File: config.mk
export PLATFORM = sky130hd
export DESIGN_NAME = sync_fifo_param
export DESIGN_NICKNAME = d
export VERILOG_FILES = /design/src/rtl/sync_fifo_param.sv
export SDC_FILE = /design/constraint.sdc
export NUM_CORES = 1
export LEC_CHECK = 0
export BUFFER_PORTS_ARGS = -buffer_cell sky130_fd_sc_hd__buf_4
export CAP_MARGIN = 20
export CORE_MARGIN = 2
export CORE_UTILIZATION = 55
export DETAILED_ROUTE_END_ITERATION = 10
export PLACE_DENSITY = 0.76
export SETUP_SLACK_MARGIN = 0.1
export SLEW_MARGIN = 20
export SYNTH_ARGS = -nofsm -noshare
export SYNTH_HDL_FRONTEND = slang
export SYNTH_SLANG_ARGS = --single-unit
export TNS_END_PERCENT = 5
File: constraint.sdc
create_clock -name clk -period 2.6 [get_ports clk]
set_input_delay 0.26 -clock clk [delete_from_list [all_inputs] [get_ports clk]]
set_output_delay 0.26 -clock clk [all_outputs]
set_load 0.02 [all_outputs]
File: src/rtl/sync_fifo_param.sv
// Single-clock FIFO with configurable width/depth, live occupancy count,
// programmable almost_full/almost_empty thresholds and optional first-word-fall-through output.
module sync_fifo_param #(
   parameter int WIDTH     = 8,
   parameter int DEPTH     = 16,
   parameter int AF_THRESH = DEPTH - 2,
   parameter int AE_THRESH = 2,
   parameter int FWFT      = 0
) (
   input  logic                         clk,
   input  logic                         res,
   input  logic                         wr_en,
   input  logic [WIDTH-1:0]             wdata,
   input  logic                         rd_en,
   output logic [WIDTH-1:0]             rdata,
   output logic                         rdata_valid,
   output logic                         full,
   output logic                         empty,
   output logic                         almost_full,
   output logic                         almost_empty,
   output logic                         overflow,
   output logic                         underflow,
   output logic [$clog2(DEPTH+1)-1:0]   count
);

   localparam int CW = $clog2(DEPTH + 1);
   localparam int PW = $clog2(DEPTH);

   if (DEPTH < 2) begin : g_bad_depth
      $error("sync_fifo_param: DEPTH must be >= 2");
   end
   if (AF_THRESH < 1 || AF_THRESH > DEPTH) begin : g_bad_af
      $error("sync_fifo_param: AF_THRESH must be in 1..DEPTH");
   end
   if (AE_THRESH < 0 || AE_THRESH > DEPTH - 1) begin : g_bad_ae
      $error("sync_fifo_param: AE_THRESH must be in 0..DEPTH-1");
   end
   if (AE_THRESH >= AF_THRESH) begin : g_bad_order
      $error("sync_fifo_param: AE_THRESH must be below AF_THRESH");
   end

   logic [WIDTH-1:0] mem [DEPTH];
   logic [PW-1:0]    wr_ptr_q, wr_ptr_d;
   logic [PW-1:0]    rd_ptr_q, rd_ptr_d;
   logic [CW-1:0]    count_q, count_d;
   logic             overflow_q, underflow_q;
   logic             rd_accept, wr_accept;

   // Handshake: a read is taken whenever rd_en is high and the FIFO holds data; a write is
   // taken when there is room, or when full but a read frees a slot on the same edge.
   assign empty        = (count_q == '0);
   assign full         = (count_q == CW'(DEPTH));
   assign almost_full  = (count_q >= CW'(AF_THRESH));
   assign almost_empty = (count_q <= CW'(AE_THRESH));
   assign rd_accept    = rd_en && !empty;
   assign wr_accept    = wr_en && (!full || rd_accept);
   assign count        = count_q;
   assign overflow     = overflow_q;
   assign underflow    = underflow_q;

   always_comb begin
      wr_ptr_d = wr_ptr_q;
      rd_ptr_d = rd_ptr_q;
      count_d  = count_q;
      if (wr_accept) begin
         wr_ptr_d = (wr_ptr_q == PW'(DEPTH - 1)) ? '0 : wr_ptr_q + PW'(1);
      end
      if (rd_accept) begin
         rd_ptr_d = (rd_ptr_q == PW'(DEPTH - 1)) ? '0 : rd_ptr_q + PW'(1);
      end
      case ({wr_accept, rd_accept})
         2'b10:   count_d = count_q + CW'(1);
         2'b01:   count_d = count_q - CW'(1);
         default: count_d = count_q;
      endcase
   end

   always_ff @(posedge clk or posedge res) begin
      if (res) begin
         wr_ptr_q    <= '0;
         rd_ptr_q    <= '0;
         count_q     <= '0;
         overflow_q  <= 1'b0;
         underflow_q <= 1'b0;
      end else begin
         wr_ptr_q    <= wr_ptr_d;
         rd_ptr_q    <= rd_ptr_d;
         count_q     <= count_d;
         overflow_q  <= wr_en && !wr_accept;
         underflow_q <= rd_en && !rd_accept;
      end
   end

   // Storage is deliberately left out of reset.
   always_ff @(posedge clk) begin
      if (wr_accept) begin
         mem[wr_ptr_q] <= wdata;
      end
   end

   if (FWFT != 0) begin : g_fwft
      assign rdata       = empty ? '0 : mem[rd_ptr_q];
      assign rdata_valid = !empty;
   end else begin : g_std
      logic [WIDTH-1:0] rdata_q;
      logic             rdata_valid_q;

      always_ff @(posedge clk or posedge res) begin
         if (res) begin
            rdata_q       <= '0;
            rdata_valid_q <= 1'b0;
         end else begin
            rdata_valid_q <= rd_accept;
            if (rd_accept) begin
               rdata_q <= mem[rd_ptr_q];
            end
         end
      end

      assign rdata       = rdata_q;
      assign rdata_valid = rdata_valid_q;
   end

endmodule

==> results.txt <==
The critical path goes through or3_4 > o31ai_4 > inv_2 > nand2_2 > inv_4 > ha_4 > nor2b_1 > o21ai_1 > a41o_1 > a221o_1. The logs give 0.276 for the met1 global-route usage and 355 for the net count after synthesis. Tracing the worst setup path back leads to its startpoint at count[4]$_DFFE_PP0P_. The synthesized netlist contains 38 unique library cells. Average detailed-routed wire length per instance: 21.9 um. In this run the worst hold path is classified as in -> reg. The clock period minus final worst setup slack was 2400 ps; the largest vdd supply drop was 791 uV. Row generation in the floorplan step produced 38 rows. The first detailed-routing pass took 5 iterations.

The detailed-route DRC error count came out at 0. Number of global-route vias before repair: 3305. The final sum of negative setup slack is 0 ps. The tools report the global placement routability congestion as 0.777. Setup repair after global routing could not meet its margin everywhere. Entering global routing, the biggest net connects 29 pins. The clock drives 152 sinks. The signal arrival time at the worst endpoint was 2820 ps. After synthesis, the mean cell area works out to 18.4 sq um. The post-layout total power was 8.22 mW. STA classifies the critical path endpoint as a flop.

The number of buffers inserted by post-CTS setup repair is 0, and the data required time at the worst endpoint is 3020 ps. The area added between synthesis and finish is 20.1%. The tree is rooted in a clkbuf_8. The core outline area was 10900 sq um. Number of buffers inserted during clock tree synthesis: 17. STA classifies the critical path startpoint as a flop. Count of nets left with antenna violations after detail routing: 0. The top fanout value on the critical path came out at 5. The flow ran to the end, and the final reports show no timing, DRC or antenna violations. TritonCTS built the clock tree. The met3 demand-to-capacity share in global routing was 0.0569; the final max-slew violation count was 0. Summing all non-filler instances in the final layout gives an area of 7390 sq um. The async set or reset register ratio after synthesis came out at 0.158.

The met2 layer usage reported by global route is 0.381, and the number of top-level design ports is 32. For this run, the slowest stage of the critical path takes 440 ps. Number of antenna repair diodes: 0.

The clock reaches the later pin of the worst-skew pair after 530 ps. Counting flops with a built-in enable in the synthesized netlist gives 128. Wires add up to 12.1 mm. The net count of the finished layout is 419. The die is 110 um wide.

Clock-pin slew reported for the worst setup and hold paths after clock tree synthesis: 60 ps. Summing all multi-input logic gate instances after layout gives 1640 sq um. Power density of the placed cells: 1110 nW/um^2.

In this run the deepest clock path goes through 2 buffers. The critical path contains buffers and inverters numbering 2 combined. The tools report the sequential cell area as 4450 sq um.

The deepest level of the CTS H-tree is 4. The global routing stage identified its most utilized layer as met2. During placement, the flow inserted port buffers numbering 31. During synthesis, Yosys emitted a total of 0 warnings. The worst setup path is of the reg -> reg kind. Across all layers, the routed design uses 3278 vias.

In this run the critical register-to-register path is launched from count[4]$_DFFE_PP0P_. The static leakage was 2.64 nW; the number of storage elements in the synthesis netlist was 152. Static timing analysis puts the maximum clock frequency at 416 MHz. The remaining global-route overflow is 0.

The effective utilization at floorplan is 0.565. The number of setup violations in the final report is 0, and the total placed instance area is 6740 sq um. The die covers 12000 sq um.

The first-pass GRT wire length was 18.4 mm. The ratio of final minimum period to clock period came out at 0.924. For the pin with the worst max-slew slack, the measured transition is 562 ps. The fraction of final layout cells with drive strength greater than 1 works out to 0.333. The worst hold path begins at wdata[3].

For the number of instances in the synthesized netlist, the log shows 334. The filler cells instantiated in the layout total 692. The half-perimeter wire length of the detailed placement result was 7.45 mm.

For this run, the leading register cell type out of synthesis is edfxtp_1. The aggregate global-route resource usage is 0.222. The relative slew slack was 0.625. The hold violation total from the final report is 0, and the final clock skew is 7.86 ps. The mean number of vias per cell was 5.95; the initial antenna violation count was 0. The sequential cell area fraction in the yosys report is 0.723, and the die extent in y is 110 um. In this design, the largest share of critical-path delay is due to compound AO/OA/AOI/OAI gates.

The tools report the total of max-cap violations as 0. The slowest stage of the critical path is the dfrtp_2 cell. The run gives 6150 sq um as the synthesized area. For this block, the initial DRC count from the detailed router was 224.
==> registers in the layout, indices dropped and copies added (netlist names) <==
name,count
mem,128
rdata,8
count,5
rd_ptr_q,4
wr_ptr_q,4
overflow,1
rdata_valid,1
underflow,1
==> worst register-to-register path: stages (launching register included) <==
cell and delay, ps:
dfrtp_2 440, or3_4 410, o31ai_4 220, inv_2 70, nand2_2 100, inv_4 60
ha_4 280, nor2b_1 130, o21ai_1 100, a41o_1 190, a221o_1 290
==> metrics by stage <==
stage | instances | hold WS (ps) | utilization | setup WS, ps
after floorplan | 334 | 274 | - | 38.1
after global placement | 517 | 498 | 0.619 | 212
after detailed placement | 517 | 502 | 0.619 | 128
after CTS | 549 | 10.7 | 0.675 | 115
after global routing | 551 | 14.9 | 0.678 | 80.0
final | 551 | 28.5 | 0.678 | 198
==> cell families (layout without fill, tap and decap cells) <==
| kind of cell | Yosys count | in the layout | share of synthesized area |
|---|---|---|---|
| flops | 152 | 152 | 0.723 |
| simple gates | 58 | 58 | 0.0429 |
| mux | 51 | 51 | 0.149 |
| compound gates | 32 | 32 | 0.0405 |
| buf+inv | 27 | 104 | 0.0187 |
| fa+ha+maj | 9 | 9 | 0.0195 |
| xor+xnor | 5 | 5 | 0.00712 |
==> cell usage after synthesis (2+ instances only) <==
library cell | n | area [sq um]
a21o_1 | 3 | 22.5
a21oi_1 | 4 | 20.0
a311oi_1 | 3 | 26.3
buf_1 | 3 | 11.3
buf_2 | 8 | 40.0
clkbuf_1 | 4 | 15.0
dfrtp_1 | 24 | 601
edfxtp_1 | 128 | 3840
ha_1 | 8 | 100
inv_1 | 10 | 37.5
mux2_1 | 2 | 22.5
mux2i_1 | 17 | 170
mux4_2 | 32 | 721
nand2_1 | 21 | 78.8
nand2b_1 | 5 | 31.3
nand3_1 | 3 | 15.0
nor2_1 | 16 | 60.1
nor2b_1 | 2 | 12.5
nor3_1 | 6 | 30.0
nor4_1 | 2 | 12.5
o21ai_0 | 6 | 30.0
o221ai_1 | 7 | 61.3
xnor2_1 | 5 | 43.8
==> final cells by class <==
class	count	area share
Clock inverter	15	0.0271
Clock buffer	17	0.0561
Inverter	11	0.00593
Sequential cell	152	0.602
Tap cell	140	0.0237
Timing Repair Buffer	61	0.0633
Multi-Input combinational cell	155	0.222
==> layout by cell type, fill, tap and decap left out, types with 3 or more instances in the layout <==
master	netlist	routed
nand3_1	3	3
a21oi_1	4	3
ha_1	8	6
clkbuf_16	0	16
xnor2_1	5	5
dfrtp_2	0	3
a21o_1	3	3
o21ai_0	6	4
a311oi_1	3	3
dfrtp_1	24	21
edfxtp_1	128	128
mux4_2	32	32
nor2_1	16	16
clkinv_1	0	3
nand2_1	21	20
nand2b_1	5	5
buf_4	1	59
bufinv_16	0	4
o221ai_1	7	7
clkinvlp_4	0	5
inv_1	10	8
nor3_1	6	6
mux2i_1	17	17
==> timing repair <==
action / in CTS / in global routing
setup endpoints to repair: 0 / 9
endpoints found under the hold margin: 0 / 13
hold buffers: 0 / 1
resized for setup: 0 / 2
==> power breakdown <==
group | leakage [nW] | internal [mW] | switching [mW]
registers | 1.45 | 2.99 | 0.295
clock network | 0.282 | 1.56 | 0.956
logic | 0.910 | 1.16 | 1.25
==> worst paths after layout <==
kind | slack, ps | endpoint | cells past startpoint
max reg2reg | 200 | count[4]$_DFFE_PP0P_ | 10
max in group asynchronous | 1910 | rdata[4]$_DFFE_PP0P_ | 4
min | 30 | mem[2][3]$_DFFE_PP_ | 1
min reg2reg | 530 | rdata[6]$_DFFE_PP0P_ | 2
min in group asynchronous | 260 | wr_ptr_q[1]$_DFFE_PP0P_ | 3
max | 200 | count[4]$_DFFE_PP0P_ | 10
==> layer usage <==
layer / routed length (um) / part of all wire
met1: 4740 / 0.39
met2: 6330 / 0.52
met3: 811 / 0.067
met4: 177 / 0.015
met5: 0 / 0
Power figures use the tool's default switching activity.
